`config.mk`:
```
export PLATFORM = sky130hd
export DESIGN_NAME = mem_port_arbiter_flat
export DESIGN_NICKNAME = d
export VERILOG_FILES = /design/src/rtl/mem_port_arbiter_if.sv /design/src/rtl/mem_port_arbiter.sv /design/src/flat_wrapper.sv
export SDC_FILE = /design/constraint.sdc
export NUM_CORES = 1
export LEC_CHECK = 0
export CAP_MARGIN = 20
export CORE_MARGIN = 5
export CORE_UTILIZATION = 35
export DETAILED_ROUTE_END_ITERATION = 7
export PLACE_DENSITY = 0.76
export SETUP_SLACK_MARGIN = 0.15
export SYNTH_ARGS = -nofsm -noshare
export SYNTH_HDL_FRONTEND = slang
export SYNTH_SLANG_ARGS = --single-unit
```
`constraint.sdc`:
```
create_clock -name clk -period 1.6 [get_ports clk]
set_input_delay 0.24 -clock clk [delete_from_list [all_inputs] [get_ports clk]]
set_output_delay 0.24 -clock clk [all_outputs]
set_load 0.05 [all_outputs]
```
`src/rtl/mem_port_arbiter_if.sv`:
```
// Bundle shared by the fetch requester, the memory-stage requester and the
// single RAM port that mem_port_arbiter multiplexes between them.
interface mem_port_arbiter_if #(
    parameter int AW = 8,
    parameter int DW = 32
);
    logic          if_req;
    logic [AW-1:0] if_addr;
    logic          if_ack;
    logic          if_rvalid;
    logic [DW-1:0] if_rdata;

    logic          dm_req;
    logic          dm_we;
    logic [AW-1:0] dm_addr;
    logic [DW-1:0] dm_wdata;
    logic          dm_ack;
    logic          dm_rvalid;
    logic [DW-1:0] dm_rdata;

    logic [AW-1:0] mem_addr;
    logic          mem_read_en;
    logic          mem_write_en;
    logic [DW-1:0] mem_write_data;
    logic [DW-1:0] mem_read_data;

    modport slave (
        input  if_req, if_addr, dm_req, dm_we, dm_addr, dm_wdata, mem_read_data,
        output if_ack, if_rvalid, if_rdata, dm_ack, dm_rvalid, dm_rdata,
               mem_addr, mem_read_en, mem_write_en, mem_write_data
    );

    modport master (
        output if_req, if_addr, dm_req, dm_we, dm_addr, dm_wdata, mem_read_data,
        input  if_ack, if_rvalid, if_rdata, dm_ack, dm_rvalid, dm_rdata,
               mem_addr, mem_read_en, mem_write_en, mem_write_data
    );
endinterface

```
`src/rtl/mem_port_arbiter.sv`:
```
// Shares one RAM port between instruction fetch (read-only) and the memory
// stage (load/store); memory stage has priority with a fetch starvation cap.
module mem_port_arbiter #(
    parameter int DATA_ADDR_WIDTH = 8,
    parameter int WORD_SIZE       = 32,
    parameter int STARVE_LIMIT    = 3
) (
    input  logic                 clk,
    input  logic                 rst_n,
    mem_port_arbiter_if.slave    bus
);
    localparam int STAGES = 2;
    localparam int SW     = (STARVE_LIMIT < 1) ? 1 : $clog2(STARVE_LIMIT + 1);

    typedef struct packed {
        logic                       re;
        logic                       we;
        logic [DATA_ADDR_WIDTH-1:0] addr;
        logic [WORD_SIZE-1:0]       wdata;
    } cmd_t;

    typedef struct packed {
        logic                 if_rvalid;
        logic                 dm_rvalid;
        logic [WORD_SIZE-1:0] rdata;
    } rsp_t;

    logic          if_gnt, dm_gnt, rd_gnt, starved;
    logic [SW-1:0] streak_q, streak_d;
    cmd_t          cmd_q;
    rsp_t          rsp_q;

    // Tag pipeline: bit 1 follows the command stage, bit STAGES the response.
    logic [STAGES:1] vld_pipe_q;
    logic [STAGES:1] src_pipe_q;

    always_comb begin
        starved  = (streak_q == SW'(STARVE_LIMIT));
        dm_gnt   = rst_n & bus.dm_req & ~(bus.if_req & starved);
        if_gnt   = rst_n & bus.if_req & ~dm_gnt;
        rd_gnt   = if_gnt | (dm_gnt & ~bus.dm_we);
        streak_d = streak_q;
        if (!bus.if_req || if_gnt) begin
            streak_d = '0;
        end else if (dm_gnt && !starved) begin
            streak_d = streak_q + SW'(1);
        end
    end

    always_ff @(posedge clk) begin
        if (!rst_n) begin
            streak_q   <= '0;
            cmd_q      <= '0;
            rsp_q      <= '0;
            vld_pipe_q <= '0;
            src_pipe_q <= '0;
        end else begin
            streak_q <= streak_d;
            cmd_q.re <= rd_gnt;
            cmd_q.we <= dm_gnt & bus.dm_we;
            if (if_gnt) begin
                cmd_q.addr <= bus.if_addr;
            end else if (dm_gnt) begin
                cmd_q.addr <= bus.dm_addr;
            end
            if (dm_gnt && bus.dm_we) begin
                cmd_q.wdata <= bus.dm_wdata;
            end
            vld_pipe_q <= {vld_pipe_q[STAGES-1:1], rd_gnt};
            src_pipe_q <= {src_pipe_q[STAGES-1:1], dm_gnt};
            // The RAM presents read data during the command cycle (it samples
            // on the falling edge), so it is captured at the end of that cycle.
            rsp_q.if_rvalid <= vld_pipe_q[STAGES-1] & ~src_pipe_q[STAGES-1];
            rsp_q.dm_rvalid <= vld_pipe_q[STAGES-1] &  src_pipe_q[STAGES-1];
            if (vld_pipe_q[STAGES-1]) begin
                rsp_q.rdata <= bus.mem_read_data;
            end
        end
    end

    assign bus.if_ack         = if_gnt;
    assign bus.dm_ack         = dm_gnt;
    assign bus.mem_addr       = cmd_q.addr;
    assign bus.mem_read_en    = cmd_q.re;
    assign bus.mem_write_en   = cmd_q.we;
    assign bus.mem_write_data = cmd_q.wdata;
    assign bus.if_rvalid      = rsp_q.if_rvalid;
    assign bus.dm_rvalid      = rsp_q.dm_rvalid;
    assign bus.if_rdata       = rsp_q.rdata;
    assign bus.dm_rdata       = rsp_q.rdata;

    a_one_ack: assert property (@(posedge clk) !(bus.if_ack && bus.dm_ack));
    a_ack_req: assert property (@(posedge clk)
        (!bus.if_ack || bus.if_req) && (!bus.dm_ack || bus.dm_req));
endmodule

```
`src/flat_wrapper.sv`:
```
// flat-port wrapper written by rule: the top's interface ports become plain ports
module mem_port_arbiter_flat 
#(
    parameter int DATA_ADDR_WIDTH = 8,
    parameter int WORD_SIZE       = 32,
    parameter int STARVE_LIMIT    = 3
)
  (clk, rst_n, bus_if_req, bus_if_addr, bus_dm_req, bus_dm_we, bus_dm_addr, bus_dm_wdata, bus_mem_read_data, bus_if_ack, bus_if_rvalid, bus_if_rdata, bus_dm_ack, bus_dm_rvalid, bus_dm_rdata, bus_mem_addr, bus_mem_read_en, bus_mem_write_en, bus_mem_write_data);
  mem_port_arbiter_if #(.AW((8)), .DW((32))) bus_i ();
  input  logic clk;
  input  logic rst_n;
  input wire logic [$bits(bus_i.if_req)-1:0] bus_if_req;
  input wire logic [$bits(bus_i.if_addr)-1:0] bus_if_addr;
  input wire logic [$bits(bus_i.dm_req)-1:0] bus_dm_req;
  input wire logic [$bits(bus_i.dm_we)-1:0] bus_dm_we;
  input wire logic [$bits(bus_i.dm_addr)-1:0] bus_dm_addr;
  input wire logic [$bits(bus_i.dm_wdata)-1:0] bus_dm_wdata;
  input wire logic [$bits(bus_i.mem_read_data)-1:0] bus_mem_read_data;
  output wire logic [$bits(bus_i.if_ack)-1:0] bus_if_ack;
  output wire logic [$bits(bus_i.if_rvalid)-1:0] bus_if_rvalid;
  output wire logic [$bits(bus_i.if_rdata)-1:0] bus_if_rdata;
  output wire logic [$bits(bus_i.dm_ack)-1:0] bus_dm_ack;
  output wire logic [$bits(bus_i.dm_rvalid)-1:0] bus_dm_rvalid;
  output wire logic [$bits(bus_i.dm_rdata)-1:0] bus_dm_rdata;
  output wire logic [$bits(bus_i.mem_addr)-1:0] bus_mem_addr;
  output wire logic [$bits(bus_i.mem_read_en)-1:0] bus_mem_read_en;
  output wire logic [$bits(bus_i.mem_write_en)-1:0] bus_mem_write_en;
  output wire logic [$bits(bus_i.mem_write_data)-1:0] bus_mem_write_data;
  assign bus_i.if_req = bus_if_req;
  assign bus_i.if_addr = bus_if_addr;
  assign bus_i.dm_req = bus_dm_req;
  assign bus_i.dm_we = bus_dm_we;
  assign bus_i.dm_addr = bus_dm_addr;
  assign bus_i.dm_wdata = bus_dm_wdata;
  assign bus_i.mem_read_data = bus_mem_read_data;
  assign bus_if_ack = bus_i.if_ack;
  assign bus_if_rvalid = bus_i.if_rvalid;
  assign bus_if_rdata = bus_i.if_rdata;
  assign bus_dm_ack = bus_i.dm_ack;
  assign bus_dm_rvalid = bus_i.dm_rvalid;
  assign bus_dm_rdata = bus_i.dm_rdata;
  assign bus_mem_addr = bus_i.mem_addr;
  assign bus_mem_read_en = bus_i.mem_read_en;
  assign bus_mem_write_en = bus_i.mem_write_en;
  assign bus_mem_write_data = bus_i.mem_write_data;
  mem_port_arbiter #(.DATA_ADDR_WIDTH(DATA_ADDR_WIDTH), .WORD_SIZE(WORD_SIZE), .STARVE_LIMIT(STARVE_LIMIT)) u_core (.clk(clk), .rst_n(rst_n), .bus(bus_i));
endmodule
```
# Yosys cells after proc, flatten, opt, wreduce, memory -nomap -nowiden
# Index checks and enable logic that the tools add are counted.
# Widths: inputs -> output; s select.
[op_classes]
add_sub_neg = 1
n_eq_ne = 1
n_mux = 2
n_bitwise = 15
n_reduce_logical = 7
[op_table]
columns = ["operator", "n"]
rows = [
  ["$mux 8", 2],
  ["$and 1x1->1", 9],
  ["$not 1->1", 5],
  ["$add 2x1->2 const B", 1],
  ["$eq 2x2->1 const B", 1],
  ["$logic_and 1x1->1", 2],
  ["$logic_not 1->1", 2],
  ["$reduce_bool 2->1", 1],
  ["$reduce_or 2->1", 1],
  ["$logic_or 1x1->1", 1],
  ["$or 1x1->1", 1],
]
[word_totals]
ff_bits = 80
input_bits = 85
word_cells = 36

# Depth between registers and ports, before layout
# Gate-level depths: netlist of run 1.
[logic_depth]
word_depth = 8
mapped_depth = 7
ltp_nobuf = 4

# Least setup slack after synthesis of run 1
# Ideal clock, no wire load.
[synth_timing]
path_type = "register to register"
from = "register u_core.streak_q[0]"
to = "register u_core.cmd_q, in the netlist u_core.bus.mem_addr[0]"
t_arrival_ns = 1.875
required_time_ns = 1.414
path_slack_ns = -0.461
stages_incl_launch_ff = 6
synth_period_minus_slack_ns = 2.061
cell_sequence = "dfxtp_1 ha_1 buf_4 inv_1 a21oi_1 o311ai_0"
[synth_between]
elab_chain_len = 7
word_cells_on_any_way = 8
cone_classes = "eq/ne: 1; mux: 1; bitwise: 5; reduce/logical: 1"
[synth_lines]
columns = ["item", "line", "source"]
rows = [
  ["start, declared", "mem_port_arbiter.sv:29", "logic [SW-1:0] streak_q, streak_d;"],
  ["start signal, assigned", "mem_port_arbiter.sv:58", "streak_q <= streak_d;"],
  ["$eq 2x2->1 *", "mem_port_arbiter.sv:38", "starved = (streak_q == SW'(STARVE_LIMIT));"],
  ["$and 1x1->1 *", "mem_port_arbiter.sv:39", "dm_gnt = rst_n & bus.dm_req & ~(bus.if_req & starved);"],
  ["$not 1->1 *", "mem_port_arbiter.sv:39", ""],
  ["$and 1x1->1 *", "mem_port_arbiter.sv:39", ""],
  ["$not 1->1 *", "mem_port_arbiter.sv:40", "if_gnt = rst_n & bus.if_req & ~dm_gnt;"],
  ["$and 1x1->1 *", "mem_port_arbiter.sv:40", ""],
  ["named net bus_if_ack", "flat_wrapper.sv:19", "output wire logic [$bits(bus_i.if_ack)-1:0] bus_if_ack;"],
  ["$mux 8 / $reduce_bool 2->1 (equally long branches)", "-", ""],
  ["end, declared", "mem_port_arbiter.sv:30", "cmd_t cmd_q;"],
]
# Mark *: on every way through the listed nets, which the timed path passes. The rest lies on a longest branch.
# A chain may end at the register's enable or synchronous reset.

# Worst setup path after layout of run 1
[layout_timing]
from = "register u_core.streak_q[0]"
to = "output bus_if_ack"
[layout_between]
elab_chain_len = 6
[layout_lines]
columns = ["item", "line"]
rows = [
  ["$eq 2x2->1", "mem_port_arbiter.sv:38"],
  ["$and 1x1->1", "mem_port_arbiter.sv:39"],
  ["$not 1->1", "mem_port_arbiter.sv:39"],
  ["$and 1x1->1", "mem_port_arbiter.sv:39"],
  ["$not 1->1", "mem_port_arbiter.sv:40"],
  ["$and 1x1->1", "mem_port_arbiter.sv:40"],
  ["end, declared", "flat_wrapper.sv:19"],
]
# No other way between the ends.

==> flow_summary_export.csv, run 1 <==
group,metric,value,unit
run_status,status,"complete, no violations",
synthesis,postSynthCellCount,351,
die,ioPinCount,195,
grt,grt_pass1_vias,3015,
timing,fmax,678.8,MHz
timing,hold_viol_final,0,
cells_and_area,multiInputGateArea,0.001344,sq mm
cells_and_area,seqCellArea,0.001585,sq mm
die,dieWidth,107.1,microns
synthesis,synth_most_common_cell,"dfxtp_1",
clocking,path_clk_slew,0.08,ns
power_and_ir_drop,pwr-share-clk,0.301,
power_and_ir_drop,switching_share,0.3179,
grt,grt_pass1_wl,15.01,mm
critical_path,required,1.36,ns
synthesis,synth_commonest_cells,"dfxtp_1, nand2_1, buf_4",
synthesis,synth_edf_count,0,
die,dieHeight,107.1,microns
timing,grt_setup_unrepaired,"true",
placed_design,place.gp.congestion,0.7031,
synthesis,seq_area_frac_synth,0.4797,
routing,detail-route-antenna-nets,0,
grt,grt_max_degree,41,
synthesis,yosysWarnings,0,
clocking,clockBufferDepth,2,
die,rows,35,
power_and_ir_drop,peakVddDrop,0.3757,mV
clocking,cts_tree,"built",
synthesis,ys_seq_elements,79,
timing,slew_headroom,0.6014,
critical_path,worstSetupPathType,"flip-flop to output pin",
placed_design,io_buffers,194,
clocking,cts_buffers,9,
placed_design,place_hpwl,7.441,mm
power_and_ir_drop,powerDensity,980.2,mW/mm^2
synthesis,synth_top_area_frac,0.4797,
cells_and_area,antenna_cells,0,
cells_and_area,area_growth,57.04,%
timing,worst_slew_pin_slew,0.5957,ns
clocking,clkLatencyLatePin,0.34,ns
routing,drt_iter0_drc,97,
routing,via_count,3072,
grt,grt_usage,0.1628,
synthesis,synth.distinct_cells,23,
timing,slew_viol_final,0,
clocking,cts_max_level,3,
critical_path,arrival,1.23,ns
power_and_ir_drop,p_leak,2.217,nW
clocking,numClockSinks,79,
worst_hold_path,hold_class,"input port to flip-flop",
timing,finalCritPeriodShare,0.9207,
power_and_ir_drop,pwr-share-comb,0.273,
timing,fin_worst_skew,0.01116,ns
power_and_ir_drop,seq_power_share,0.426,
die,core_area,0.009196,sq mm
timing,fin_hold_ws,0.4107,ns
synthesis,synth_largest_area_cell,"dfxtp_1",
job,maxCapViolations,0,
cells_and_area,drive_gt1_frac,0.3033,
power_and_ir_drop,p_sw,1.613,mW
routing,wl_per_cell,15.44,microns
timing,finalSetupTns,0,ns
placed_design,dpl_cell_area,0.004920,sq mm
routing,via_per_inst,4.861,
critical_path,critPathMaxFanout,3,
synthesis,synthesis.nets,437,
die,start_util,0.3585,
critical_path,crit_path_start_kind,"flip-flop",
clocking,cts_hold_buf,0,
grt,grt_antenna_before_repair,0,
grt,grt-ovfl-total,0,
synthesis,synth_ff_type,"dfxtp_1",
die,die_area,0.01146,sq mm
critical_path,end_kind,"output pin",
synthesis,ys_async_sr_fraction,0,
cells_and_area,final_nets,602,
power_and_ir_drop,p_int,3.462,mW
timing,finalSetupViolCount,0,
synthesis,syn_avg_cell_area,9.393,sq um
routing,wl,9.759,mm
synthesis,synth_area_leaders,"dfxtp_1, mux2i_1, buf_4, nand4_1, nor2b_1",
timing,period_needed,1.473,ns
cells_and_area,fin_area,0.005177,sq mm
clocking,root_buffer,"clkbuf_8",
synthesis,syn-cell-area,0.003297,sq mm
routing,drcViolationCount,0,
cells_and_area,nFillCells,815,
routing,drtPass1Iterations,4,
==> logic make-up after synthesis <==
| group | share of synthesized area |
|---|---|
| flip-flops | 0.4797 |
| multiplexers | 0.09715 |
| AO/OA/AOI/OAI | 0.09260 |
| adder cells (fa/ha/maj) | 0.003794 |
| buffers and inverters | 0.1237 |
| AND/OR/NAND/NOR | 0.2030 |
==> final cells by class <==
type                            instances  share of cell area
Sequential cell                        79              0.3062
Multi-Input combinational cell        208              0.2595
Clock buffer                           13             0.03262
Clock inverter                          3            0.007733
Timing Repair Buffer                  216              0.3652
Inverter                                2            0.001933
Tap cell                              111             0.02682
==> stage by stage <==
| stage | power, mW | std cells | setup slack (ns) | util |
|---|---|---|---|---|
| 3_3_place_gp | 3.579 | 613 | -0.02833 | 0.5350 |
| 5_1_grt | 5.285 | 632 | 0.07813 | 0.5630 |
| 3_5_place_dp | 3.598 | 613 | -0.1142 | 0.5350 |
| 2_1_floorplan | 3.090 | 351 | 0.1939 | - |
| 4_1_cts | 5.141 | 631 | 0.1068 | 0.5611 |
| 6_report | 5.075 | 632 | 0.1268 | 0.5630 |
==> path summary, 6_finish.rpt <==
check                                                                  end  slack (ns)  cells after the start                             from
worst max-delay path                                            bus_if_ack        0.13                      4  u_core.streak_q[0]$_SDFFE_PP0P_
worst min-delay path            u_core.bus.mem_write_data[25]$_SDFFE_PN0P_        0.41                      4                            rst_n
worst max register to register         u_core.bus.mem_addr[6]$_SDFFE_PN0P_        0.24                      6  u_core.streak_q[0]$_SDFFE_PP0P_
worst min register to register             u_core.bus.if_rvalid$_SDFF_PN0_        0.41                      1  u_core.src_pipe_q[1]$_SDFF_PN0_
==> critical path: stages, from the launching register on <==
cell	delay (ns)
dfxtp_2	0.35
ha_4	0.18
inv_4	0.05
a21oi_4	0.16
buf_12	0.16
==> power by group through the flow <==
stage	Clock, mW	Combinational (mW)	Sequential (mW)
global route	1.66	1.45	2.18
global placement	0	1.38	2.20
CTS	1.58	1.40	2.16
detailed placement	0	1.39	2.21
finish	1.53	1.39	2.16
floorplan	0	0.501	2.59
==> layer usage <==
layer,vias up,global-route usage,share of wire
li1,1524,-,-
met1,1401,0.1978,0.42
met2,132,0.2721,0.48
met3,15,0.04395,0.080
met4,0,0.06484,0.017
met5,-,0,0
==> layout by cell type (no fill, tap or decap), drive strengths merged <==
master	count
buf	133
clkdlybuf4s50	81
dfxtp	79
nand2	51
nand4	32
mux2i	32
nor2b	32
o21ai	32
clkbuf	13
o2111ai	8
o311ai	8
and2	3
and3	2
nor2	2
clkinv	2
inv	2
nor3b	2
a21oi	1
and4b	1
and4	1
ha	1
bufinv	1
dlymetal6s2s	1
dlygate4sd2	1
==> timing repair <==
item | in CTS | in global routing
setup endpoints to repair | 2 | 3
resized for setup | 7 | 4
pin swaps | 2 | 3
buffers inserted | 2 | 1
==> flip-flops by register name, summed over array words and instances (netlist names) <==
signal,cells
u_core.bus.dm_rvalid,1
u_core.bus.mem_write_data,32
u_core.bus.if_rvalid,1
u_core.src_pipe_q,1
u_core.bus.mem_read_en,1
u_core.bus.mem_write_en,1
u_core.bus.mem_addr,8
u_core.bus.dm_rdata,32
u_core.streak_q,2
Power figures use the tool's default switching activity.
==> run 2, diff against run 1 <==
--- a/config.mk
+++ b/config.mk
@@ -9,7 +9,7 @@
 export CORE_MARGIN = 5
 export CORE_UTILIZATION = 35
 export DETAILED_ROUTE_END_ITERATION = 7
-export PLACE_DENSITY = 0.76
+export DONT_BUFFER_PORTS = 1
 export SETUP_SLACK_MARGIN = 0.15
 export SYNTH_ARGS = -nofsm -noshare
 export SYNTH_HDL_FRONTEND = slang
==> constraint.sdc (replaced) <==
create_clock -name clk -period 1.6 [get_ports clk]
set_input_delay 0.32 -clock clk [delete_from_list [all_inputs] [get_ports clk]]
set_output_delay 0.32 -clock clk [all_outputs]
set_load 0.05 [all_outputs]
==> run 2 against run 1 <==
Combinational power decreased by 48%. Clock-buffer cell count decreased by 2. Sequential share of layout area is 12 points higher. Total power is 10% lower. First-iteration DRC count grew 66%. Global-route usage fell by 2.3 points. Register-to-register slack got worse by 0.04 ns. Clock power is 4% lower. Wire length down 16%. Hold slack got worse by 0.31 ns. Maximum frequency decreased by 7.9%.
==> flow_summary_export.csv, run 2 (synthesis gave the netlist of run 1 again) <==
group,metric,value,unit
job,maxCapViolations,0,
critical_path,critPathMaxFanout,2,
worst_hold_path,hold_class,"input port to flip-flop",
timing,grt_setup_unrepaired,"true",
critical_path,arrival,1.28,ns
grt,grt_usage,0.1397,
timing,fin_worst_skew,0.009902,ns
critical_path,crit_path_start_kind,"flip-flop",
worst_hold_path,hold-path-cell-count,2,
die,core_area,0.009196,sq mm
cells_and_area,antenna_cells,0,
power_and_ir_drop,p_sw,1.521,mW
clocking,numClockSinks,79,
placed_design,place.gp.congestion,0.6867,
critical_path,worstSetupPathType,"flip-flop to output pin",
power_and_ir_drop,switching_share,0.3332,
timing,hold_viol_final,0,
grt,grt-ovfl-total,0,
die,start_util,0.3585,
placed_design,io_buffers,0,
die,die_area,0.01146,sq mm
critical_path,worstRegToRegCells,7,
timing,finalSetupTns,0,ns
power_and_ir_drop,powerDensity,1235,mW/mm^2
cells_and_area,layout_commonest_cell,"dfxtp_1",
routing,drcViolationCount,0,
power_and_ir_drop,pwr-share-comb,0.158,
clocking,path_clk_slew,0.09,ns
timing,finalSetupViolCount,0,
die,ioPinCount,195,
timing,fin_hold_ws,0.1056,ns
timing,period_needed,1.599,ns
cells_and_area,area_growth,12.14,%
cells_and_area,drive_gt1_frac,0.2090,
cells_and_area,stdcell_count,465,
routing,via_count,2454,
grt,grt_pass1_vias,2461,
clocking,cts_buffers,9,
critical_path,required,1.28,ns
die,dieWidth,107.1,microns
grt,grt_max_degree,87,
power_and_ir_drop,peakVddDrop,0.5023,mV
routing,detail-route-antenna-nets,0,
clocking,clockBufferDepth,2,
grt,grt_pass1_wl,12.63,mm
die,dieHeight,107.1,microns
timing,slew_headroom,0.5904,
routing,wl,8.220,mm
routing,via_per_inst,5.277,
placed_design,place_hpwl,5.719,mm
clocking,cts_hold_buf,0,
power_and_ir_drop,pwr-share-clk,0.322,
placed_design,dp_cells,444,
routing,drtPass1Iterations,4,
critical_path,regToRegSetupSlack,0.20,ns
clocking,cts_max_level,3,
timing,finalCritPeriodShare,0.9993,
cells_and_area,mostFrequentLayoutCells,"dfxtp_1, nand2_1, buf_4",
power_and_ir_drop,seq_power_share,0.520,
power_and_ir_drop,p_leak,1.418,nW
clocking,cts_tree,"built",
grt,grt_antenna_before_repair,0,
routing,wl_per_cell,17.68,microns
critical_path,end_kind,"output pin",
clocking,root_buffer,"clkbuf_8",
cells_and_area,final_nets,435,
clocking,clkLatencyLatePin,0.34,ns
run_status,status,"complete, no violations",
power_and_ir_drop,p_int,3.045,mW
timing,fmax,625.4,MHz
timing,slew_viol_final,0,
timing,worst_slew_pin_slew,0.6122,ns
die,rows,35,
routing,drt_iter0_drc,161,
## run 2: cell types whose count changed in the layout (fill, tap and decap cells not counted), sizes merged
cell / previous run / this run
clkinv: 2 / 1
clkdlybuf4s50: 81 / 0
dlygate4sd2: 1 / 0
dlymetal6s2s: 1 / 0
clkinvlp: 0 / 3
buf: 133 / 48
clkbuf: 13 / 12
## run 2: routing by layer
layer  wire length (microns)  up-vias  GRT usage  part of all wire
li1                        -     1191          -                 -
met1                    3231     1105     0.1636              0.39
met2                    3958      139     0.2270              0.48
met3                     907       19    0.05960              0.11
met4                     123        0    0.05114             0.015
met5                       0        -          0                 0
## run 2: path summary, 6_finish.rpt
kind,from,to
hold / removal,rst_n,u_core.bus.mem_write_data[3]$_SDFFE_PN0P_
setup / recovery,u_core.streak_q[0]$_SDFFE_PP0P_,bus_dm_ack
setup reg to reg,u_core.streak_q[0]$_SDFFE_PP0P_,u_core.bus.mem_write_data[23]$_SDFFE_PN0P_
hold reg to reg,u_core.src_pipe_q[1]$_SDFF_PN0_,u_core.bus.if_rvalid$_SDFF_PN0_
## run 2: power by group through the flow
stage / combinational, mW / sequential [mW] / clock, mW
after global routing: 0.768 / 2.39 / 1.62
after floorplan: 0.501 / 2.59 / 0
after CTS: 0.720 / 2.38 / 1.54
after global placement: 0.707 / 2.42 / 0
final: 0.722 / 2.37 / 1.47
after detailed placement: 0.718 / 2.42 / 0
## run 2: area by class of cell
| cell class | instances | area, sq um |
|---|---|---|
| clock buffers | 11 | 141.4 |
| clock inverters | 5 | 57.56 |
| fillers | 914 | 5499 |
| inverters | 2 | 10.01 |
| multi-input cells | 208 | 1346 |
| flip-flops and latches | 79 | 1585 |
| well taps | 111 | 138.9 |
| repair buffers | 49 | 417.9 |
## run 2: stage by stage
stage / setup WS [ns] / area (sq um) / power (mW) / utilization
after global placement: 0.1821 / 3408 / 3.126 / 0.3706
after detailed placement: 0.1337 / 3408 / 3.140 / 0.3706
after floorplan: 0.1576 / 3324 / 3.090 / -
after CTS: -0.02447 / 3665 / 4.636 / 0.3985
final: 0.001106 / 3697 / 4.566 / 0.4020
after global routing: -0.03798 / 3697 / 4.776 / 0.4020
## run 2: worst max-delay path, cell delays in order (launching register included)
cell     delay (ns)
dfxtp_2        0.34
ha_4           0.16
buf_4          0.14
nand2_4        0.06
and2_4         0.24
## run 2: repair_timing
action / 4_1_cts / 5_1_grt
hold endpoints to repair: 0 / 0
resized for setup: 11 / 1
buffers inserted: 3 / 1
endpoints found under the setup margin: 4 / 34
cloned: 0 / 1
pin swaps: 3 / 2
==> edit: new RTL, config.mk and constraints of run 2 <==
`STARVE_LIMIT` is set to 3 in 2 places; all go to 6.
--- a/src/rtl/mem_port_arbiter.sv
+++ b/src/rtl/mem_port_arbiter.sv
@@ -4,5 +4,5 @@
     parameter int DATA_ADDR_WIDTH = 8,
     parameter int WORD_SIZE       = 32,
-    parameter int STARVE_LIMIT    = 3
+    parameter int STARVE_LIMIT    = 6
 ) (
     input  logic                 clk,
--- a/src/flat_wrapper.sv
+++ b/src/flat_wrapper.sv
@@ -4,5 +4,5 @@
     parameter int DATA_ADDR_WIDTH = 8,
     parameter int WORD_SIZE       = 32,
-    parameter int STARVE_LIMIT    = 3
+    parameter int STARVE_LIMIT    = 6
 )
   (clk, rst_n, bus_if_req, bus_if_addr, bus_dm_req, bus_dm_we, bus_dm_addr, bus_dm_wdata, bus_mem_read_data, bus_if_ack, bus_if_rvalid, bus_if_rdata, bus_dm_ack, bus_dm_rvalid, bus_dm_rdata, bus_mem_addr, bus_mem_read_en, bus_mem_write_en, bus_mem_write_data);
Check against the original RTL: not equivalent (a bounded check fails within 4 cycles, from zero or initial values and one cycle with rst_n low).
==> edit against run 2 <==
Sequential share of layout area down 0.55 points. Register-to-register slack about the same. Clock skew down 0.0016 ns. Total power down 2.7%. Routed wire length up 2.9%. Synthesized area up 3.1%. Worst setup slack better by 0.00099 ns. Design area up 2.5%. Critical endpoint is now bus_if_ack. Sequential cell count up 1.
==> edit: results (changes against run 2) <==
result of the run completed; Reg2Reg Launch Point u_core.streak_q[1]; Worst Hold Slack 0.105 ns (-0.000281 ns); total cell area at the placement stage 3560 µm² (+4.6%); total number of vias 2490 (+1.5%); fill count 1005 (+10%); layout cell share with drive strength beyond 1 28.1% (+7.2 points); cell types with the largest area share after synthesis sky130_fd_sc_hd__dfxtp_1 (47%), sky130_fd_sc_hd__mux2i_1 (9.7%), sky130_fd_sc_hd__o21ai_2 (7.5%); wire length of the first global-routing pass 13100 µm (+3.9%); worst-case reg-to-reg path depth 6 (-1); biggest fanout along the worst timing path 4 (+2); Reg2Reg Capture Point u_core.bus.mem_write_data[26]; delay of the slowest critical-path stage 0.34 ns (about the same); global-route met1 utilization 16.2% (-0.19 points); syn_area_per_cell 9.57 µm² (+1.9%); estimated wirelength of the detail-placed design 6060 µm (+5.9%); M1 wire length 3180 µm (-1.6%); portion of total power attributed to combinational logic 18.3% (+2.5 points); sequential share of the synthesized area 47.1% (-0.84 points); M3 GR Usage 6.99% (+1.0 points); number of antenna violations at the first check in global routing 1 (+1); power density normalized to cell area 1170 nW/µm² (-5.1%); last element of the critical path bus_if_ack; worst supply voltage drop on vdd 0.427 mV (-15%); 1st-iter DRT viols 106 (-34%); Total Routed Length 8460 µm (+2.9%); final setup slack of the worst path 0.00209 ns (+0.000987 ns); library cells used by synthesis 22 (-4.3%); sequential cell fraction of total power 52.8% (+0.8 points); met2 demand-to-capacity share in global routing 22.9% (+0.20 points); top cells by instance count after synthesis sky130_fd_sc_hd__dfxtp_1 (80), sky130_fd_sc_hd__nand2_1 (34), sky130_fd_sc_hd__nand3_1 (34); gpl congestion 0.740 (+7.8%); worst setup skew after layout 0.00834 ns (-0.00156 ns); worst-case hold path end point u_core.bus.if_rvalid; LEAKAGE 1.49 nW (+4.8%); Post-Syn Nets 442 (+1.1%); number of nets in the final layout 445 (+2.3%); via density per instance 5.04 (-4.5%); total routing resource utilization after global routing 14.5% (+0.56 points); met3 wire len 1120 µm (+24%); number of cells in the design after placement 477 (+7.4%); pin count of the biggest net entering global routing 89 (+2.3%); metal2 WL 3970 µm (+0.18%)
-- edit: changes by cell type after synthesis, moves of 2 or more --
cell,before,now
sky130_fd_sc_hd__o21ai_1,28,0
sky130_fd_sc_hd__nor2_1,2,6
sky130_fd_sc_hd__nand2_1,51,34
sky130_fd_sc_hd__and2_1,3,0
sky130_fd_sc_hd__o21ai_0,4,19
sky130_fd_sc_hd__o21ai_2,0,29
sky130_fd_sc_hd__o2111ai_1,8,0
sky130_fd_sc_hd__nand3_1,0,34
sky130_fd_sc_hd__a31oi_1,0,8
sky130_fd_sc_hd__o311ai_0,8,0
sky130_fd_sc_hd__nand4_1,32,8
sky130_fd_sc_hd__and3_1,2,4
sky130_fd_sc_hd__clkbuf_1,19,14
sky130_fd_sc_hd__buf_2,5,7
-- edit: kinds of logic (layout without fill, tap and decap cells) --
group / after synthesis / count (layout) / synth area share, %
muxes: 33 / 33 / 9.72
other: 0 / 1 / 0
buffers and inverters: 60 / 65 / 11.7
DFF: 80 / 80 / 47.1
and+or+nand+nor: 120 / 120 / 18.0
adders and majority gates: 2 / 2 / 0.736
AOI/OAI and AO/OA: 60 / 60 / 12.7
-- edit: layout make-up --
type	count	area (µm²)	share of cell area [%]
flip-flops and latches	80	1600	42.3
multi-input cells	215	1440	38.0
repair buffers	51	412	10.9
well taps	133	166	4.39
clock buffers	12	155	4.09
clock inverters	1	5.00	0.132
inverters	1	3.75	0.0990
diodes	1	2.50	0.0660
-- edit: what timing repair did --
| item | 4_1_cts | 5_1_grt |
|---|---|---|
| setup endpoints to repair | 38 | 2 |
| buffers inserted | 3 | 0 |
| pin swaps | 3 | 0 |
| gates resized for setup | 9 | 0 |
| cloned | 0 | 0 |
